--- config.mk ---
export PLATFORM = sky130hd
export DESIGN_NAME = dmux_stream
export DESIGN_NICKNAME = d
export VERILOG_FILES = /design/src/rtl/dmux_stream_pkg.sv /design/src/rtl/dmux_stream_onehot_dec.sv /design/src/rtl/dmux_stream.sv
export SDC_FILE = /design/constraint.sdc
export NUM_CORES = 1
export LEC_CHECK = 0
export ABC_AREA = 1
export CAP_MARGIN = 20
export CORE_MARGIN = 1
export CORE_UTILIZATION = 35
export CTS_CLUSTER_DIAMETER = 150
export DETAILED_ROUTE_END_ITERATION = 8
export PLACE_DENSITY_LB_ADDON = 0.15
export SETUP_SLACK_MARGIN = 0.05
export SYNTH_ARGS = -nofsm -noshare
export SYNTH_HDL_FRONTEND = slang
export SYNTH_SLANG_ARGS = --single-unit
--- constraint.sdc ---
create_clock -name clk -period 2.9 [get_ports clk]
set_input_delay 0.58 -clock clk [delete_from_list [all_inputs] [get_ports clk]]
set_output_delay 0.58 -clock clk [all_outputs]
set_load 0.01 [all_outputs]
--- src/rtl/dmux_stream_pkg.sv ---
// dmux_stream_pkg
//   Shared constants for the stream demultiplexer family: default
//   parameter values and the two-state handshake FSM encoding.
//   The encoding is shared so that a future mux_stream can use it too.
package dmux_stream_pkg;

  localparam int DEF_N_OUT  = 16;
  localparam int DEF_DATA_W = 8;
  localparam int DEF_SEL_W  = 4;
  localparam int DEF_ERR_W  = 8;

  // IDLE: nothing pending, a new word is always accepted.
  // HOLD: a word is waiting for one or more channels to accept it.
  typedef enum logic {
    ST_IDLE = 1'b0,
    ST_HOLD = 1'b1
  } state_t;

endpackage

--- src/rtl/dmux_stream_onehot_dec.sv ---
// onehot_dec
//   Purely combinational select decoder: turns a binary channel index
//   into a one-hot channel mask and flags indices that have no channel.
//   Ports:
//     sel       in   SEL_W  channel index
//     onehot    out  N_OUT  bit k set when sel == k (all zero when out of range)
//     range_err out  1      sel >= N_OUT
module onehot_dec #(
  parameter int SEL_W = 4,
  parameter int N_OUT = 16
) (
  input  logic [SEL_W-1:0] sel,
  output logic [N_OUT-1:0] onehot,
  output logic             range_err
);

  for (genvar gi = 0; gi < N_OUT; gi++) begin : g_dec
    assign onehot[gi] = (sel == SEL_W'(gi));
  end

  assign range_err = (32'(sel) >= N_OUT);

endmodule

--- src/rtl/dmux_stream.sv ---
// dmux_stream
//   Registered 1-to-N demultiplexer with valid/ready handshake. A word is
//   routed to one channel (or to all channels in broadcast mode) and held
//   until every addressed channel has accepted it. Words with a select
//   that names no channel are accepted and dropped, and counted.
//   Ports:
//     clk        in   1       system clock
//     rstn       in   1       asynchronous active-low reset
//     in_valid   in   1       producer has a word
//     in_ready   out  1       word is accepted this cycle
//     in_data    in   DATA_W  word to route
//     in_sel     in   SEL_W   destination channel
//     in_bcast   in   1       deliver to all channels, in_sel ignored
//     out_valid  out  N_OUT   per-channel valid
//     out_ready  in   N_OUT   per-channel ready
//     out_data   out  DATA_W  held word, shared by all channels
//     busy       out  1       at least one channel still pending
//     err_cnt    out  ERR_W   saturating count of dropped words
module dmux_stream
  import dmux_stream_pkg::*;
#(
  parameter int N_OUT  = DEF_N_OUT,
  parameter int DATA_W = DEF_DATA_W,
  parameter int SEL_W  = DEF_SEL_W,
  parameter int ERR_W  = DEF_ERR_W
) (
  input  logic              clk,
  input  logic              rstn,
  input  logic              in_valid,
  output logic              in_ready,
  input  logic [DATA_W-1:0] in_data,
  input  logic [SEL_W-1:0]  in_sel,
  input  logic              in_bcast,
  output logic [N_OUT-1:0]  out_valid,
  input  logic [N_OUT-1:0]  out_ready,
  output logic [DATA_W-1:0] out_data,
  output logic              busy,
  output logic [ERR_W-1:0]  err_cnt
);

  logic [N_OUT-1:0]  pending_reg, pending_next;
  logic [DATA_W-1:0] data_reg, data_next;
  logic [ERR_W-1:0]  err_reg, err_next;
  state_t            state_reg, state_next;

  logic [N_OUT-1:0]  pend_drained;
  logic [N_OUT-1:0]  sel_onehot;
  logic              sel_range_err;
  logic              accept;

  onehot_dec #(
    .SEL_W (SEL_W),
    .N_OUT (N_OUT)
  ) u_dec (
    .sel       (in_sel),
    .onehot    (sel_onehot),
    .range_err (sel_range_err)
  );

  // Ready bits on idle channels vanish in the AND, so they are ignored.
  assign pend_drained = pending_reg & ~out_ready;
  // Combinational from out_ready: the cycle the last pending channel
  // accepts, the next word can already be taken (no bubble).
  assign in_ready     = (pend_drained == '0);
  assign accept       = in_valid & in_ready;

  always_comb begin
    pending_next = pend_drained;
    data_next    = data_reg;
    err_next     = err_reg;
    if (accept) begin
      if (in_bcast) begin
        pending_next = '1;
        data_next    = in_data;
      end else if (sel_range_err) begin
        // Dropped word: nothing becomes pending and data_reg keeps the
        // previous word so out_data never glitches on a drop.
        pending_next = '0;
        if (err_reg != '1) begin
          err_next = err_reg + 1'b1;
        end
      end else begin
        pending_next = sel_onehot;
        data_next    = in_data;
      end
    end
    state_next = (pending_next != '0) ? ST_HOLD : ST_IDLE;
  end

  always_ff @(posedge clk or negedge rstn) begin
    if (!rstn) begin
      pending_reg <= '0;
      data_reg    <= '0;
      err_reg     <= '0;
      state_reg   <= ST_IDLE;
    end else begin
      pending_reg <= pending_next;
      data_reg    <= data_next;
      err_reg     <= err_next;
      state_reg   <= state_next;
    end
  end

  assign out_valid = pending_reg;
  assign out_data  = data_reg;
  assign err_cnt   = err_reg;
  // state_reg is HOLD exactly when pending_reg is non-zero.
  assign busy      = (state_reg == ST_HOLD);

endmodule
==> results of run 1 <==
[critical path, cell delays in order]
cell	delay, ps
clkdlybuf4s50_1	460
inv_1	40
nand2_1	90
nand2_1	70
nor2_2	160
nand2_2	110
nor2_8	90
clkdlybuf4s50_1	530
[power by group through the flow]
| stage | sequential, mW | clock, mW | combinational (mW) |
|---|---|---|---|
| floorplan | 0.711 | 0 | 0.777 |
| global placement | 0.625 | 0 | 1.36 |
| detailed placement | 0.625 | 0 | 1.37 |
| CTS | 0.621 | 0.210 | 1.37 |
| global route | 0.644 | 0.231 | 1.48 |
| finish | 0.617 | 0.203 | 1.36 |
[cells in the mapped netlist, drive strengths merged]
master	n
conb	1
nand3	16
dfrtp	25
inv	21
nor2	15
buf	11
o21ai	16
nand2	56
clkbuf	1
mux2	8
[through the flow]
step / hold WS (ps) / power, mW / setup WS [ps] / cell area [um^2] / util
detailed placement: 491.5 / 1.991 / 218.8 / 1998 / 0.5299
finish: 507.3 / 2.176 / 195.4 / 2043 / 0.5418
global route: 539.1 / 2.354 / 160.0 / 2043 / 0.5418
CTS: 511.7 / 2.203 / 213.8 / 2043 / 0.5418
global placement: 489.3 / 1.986 / 221.4 / 1998 / 0.5299
floorplan: 284.4 / 1.487 / 1081 / 1451 / -
[sequential cells by signal (all words and copies together), names as in the netlist]
name	cells
out_valid	16
out_data	8
busy	1
[cell type report]
cell class,instances,area share
Clock buffer,4,0.02205
Inverter,21,0.03858
Multi-Input combinational cell,119,0.3172
Sequential cell,25,0.3062
Tap cell,48,0.02939
Timing Repair Buffer,59,0.2866
[final timing paths]
| check | startpoint | to | slack (ps) | depth (start not counted) |
|---|---|---|---|---|
| worst max register to register | out_valid[7] | out_data[2] | 1200 | 8 |
| worst max-delay path | out_ready[7] | in_ready | 200 | 8 |
| worst min register to register | out_data[4] | out_data[4] | 510 | 1 |
| max in group asynchronous | rstn | busy | 1980 | 2 |
| worst min-delay path | out_data[4] | out_data[4] | 510 | 1 |
| min in group asynchronous | rstn | out_valid[0] | 680 | 2 |
[per-layer routing]
layer  up-vias  GRT usage  wire length, um
li1        632          -                -
met1       548     0.2100             1463
met2        36     0.2538             1440
met3         2    0.04310              159
met4         0    0.02446               13
met5         -          0                0
[cells by family (layout without fill, tap and decap cells)]
group,Yosys count,in the layout,share of synthesized area
other,1,8,0.002631
multiplexers,8,8,0.06322
AO/OA/AOI/OAI,16,16,0.05619
flip-flops,25,25,0.4390
buffers and inverters,33,84,0.1247
AND/OR/NAND/NOR,87,87,0.3143
==> run summary, run 1 <==
The run finished with clean final reports. The fraction of the cycle the final worst path needs came out at 0.9326. The number of sinks on the clock net is 25. The overall overflow remaining after global route came out at 0. The number of post-CTS setup repair buffers came out at 0. The routed design has ~3100 um of wire. Counting along the longest clock path gives a buffer depth of 2. The max-capacitance violation count came out at 0.

The cell accounting for the most synthesized area is dfrtp_1. Counting tap cells, the placed design contains a total of approximately 270 instances. The first global-routing pass estimated slightly above 5000 um of wire.

The initial antenna violation count is 0. The final antenna-violating net count is 0. The number of antenna cells inserted came out at 0.

After the last flow step, the layout net total stands at 261. The vias after detailed routing is approximately 1.2k. The min-delay analysis places its worst path in the category flip-flop to flip-flop. The first-pass iteration count of the detailed router came out at 4.

The static leakage power is 1.034 nW. Measured along the y axis, the die boundary spans 65.81 um. The number of distinct library cell variants in the gate-level netlist after synthesis came out at 18.

Internal power comes to between 1 and 1.5 mW. The part of the power in combinational logic is 0.623. In the layout the commonest cells are clkdlybuf4s50_1, nand2_1, dfrtp_1. Of all nets on the critical path, the largest fanout is 2. The root buffer selected by CTS is clkbuf_8.

The number of setup violations in the final report came out at 0. The global placer's final weighted congestion came out at between 0.8 and 0.9. The maximum operating frequency is between 0.3 and 0.4 GHz. For this design the top-level I/O count stands at between 60 and 70. STA puts the critical path data arrival time at ~2100 ps. The clock transition time at the flip-flop clock pins of the worst setup and hold paths came out at 80 ps. The summed negative setup slack over all endpoints came out at 0 ps. The initial core utilization is 0.3779. The startpoint type of the worst setup path is an input pin. The placement row count is 22. The later-pin clock latency in the skew report is 260 ps. The area of the die came out at ~0.0043 mm^2. The endpoint kind of the worst setup timing path is an output pin. The number of instances resized during post-cts repair came out at 0.

The post-synthesis cell count is between 150 and 200. The remaining routing DRC violations came out at 0. The net load switching power is just under 0.9 mW. The filler cell count in the final layout is between 300 and 400. The worst setup path is of the input pin to output pin kind.

The count of routing violations after the opening detailed-route iteration came out at 37. The via count of the first global-routing pass is 1156. The post-synthesis sequential area ratio is 0.4390. The share of power burned in the clock network is 0.093. Across every metal layer, demand over resource in global routing totals 0.1565. At the pin with the least slew margin, the transition time is 736.0 ps. The highest ir drop seen on vdd came out at ~0.54 mV. The number of buffers inserted for hold repair after clock tree synthesis came out at 0. The HPWL after detailed placement is about 2400 um.

The leading cell type in the layout, fill and taps excluded is clkdlybuf4s50_1. TritonCTS built the clock tree. The layout overhead on the synthesized area is 43.37%. The die width is approximately 66 um. The final number of hold-violating endpoints came out at 0. The number of buffers created by CTS is 3. The synthesis warning total came out at 0. The count of buffers from port buffering came out at between 50 and 60.

In the final layout, the share of cells above drive strength 1 is 0.1754. The synthesis-stage register bit count came out at 25. After floorplanning, the core was sized to cover roughly 0.0038 mm^2. The sequential power share is 0.283. The final cell count without fillers came out at 276. The multi-input combinational cell area came out at 648.1 um^2.

The share of synthesized area in the top cell type comes to 0.4390. In this run the cell area of the synthesized design comes to between 0.001 and 0.0015 mm^2. Setup repair after global routing left no endpoint under its margin.

Measured against its own limit, the worst slew margin works out to 0.5078. The worst clock skew came out at between 2 and 3 ps. The maximum number of pins on one net before global-route repair came out at 26. The power density over the cells is ~1100 mW/mm^2. After detailed routing, the average wire length per cell comes to 11.15 um. The data required time at the worst endpoint is 2320 ps. In the post-synthesis netlist, the biggest area contributors are dfrtp_1, nand2_1, nand2_2. The average vias per placed instance is about 4.4. The clock period could shrink to about 2700 ps. The flip-flop and latch area came out at 625.6 um^2. The post-synthesis area per instance is ~8.4 um^2. The number of levels the H-tree was split into is 1.

The fraction of power spent switching nets came out at 0.4020. The number of max-slew violations in the final report came out at 0.
(Power assumes the default switching activity.)
==> run 2: changes to the inputs <==
TNS_END_PERCENT = 1   (was not set)
==> results of run 2 <==
Final layout, timing and power as in run 1 (identical DEF).
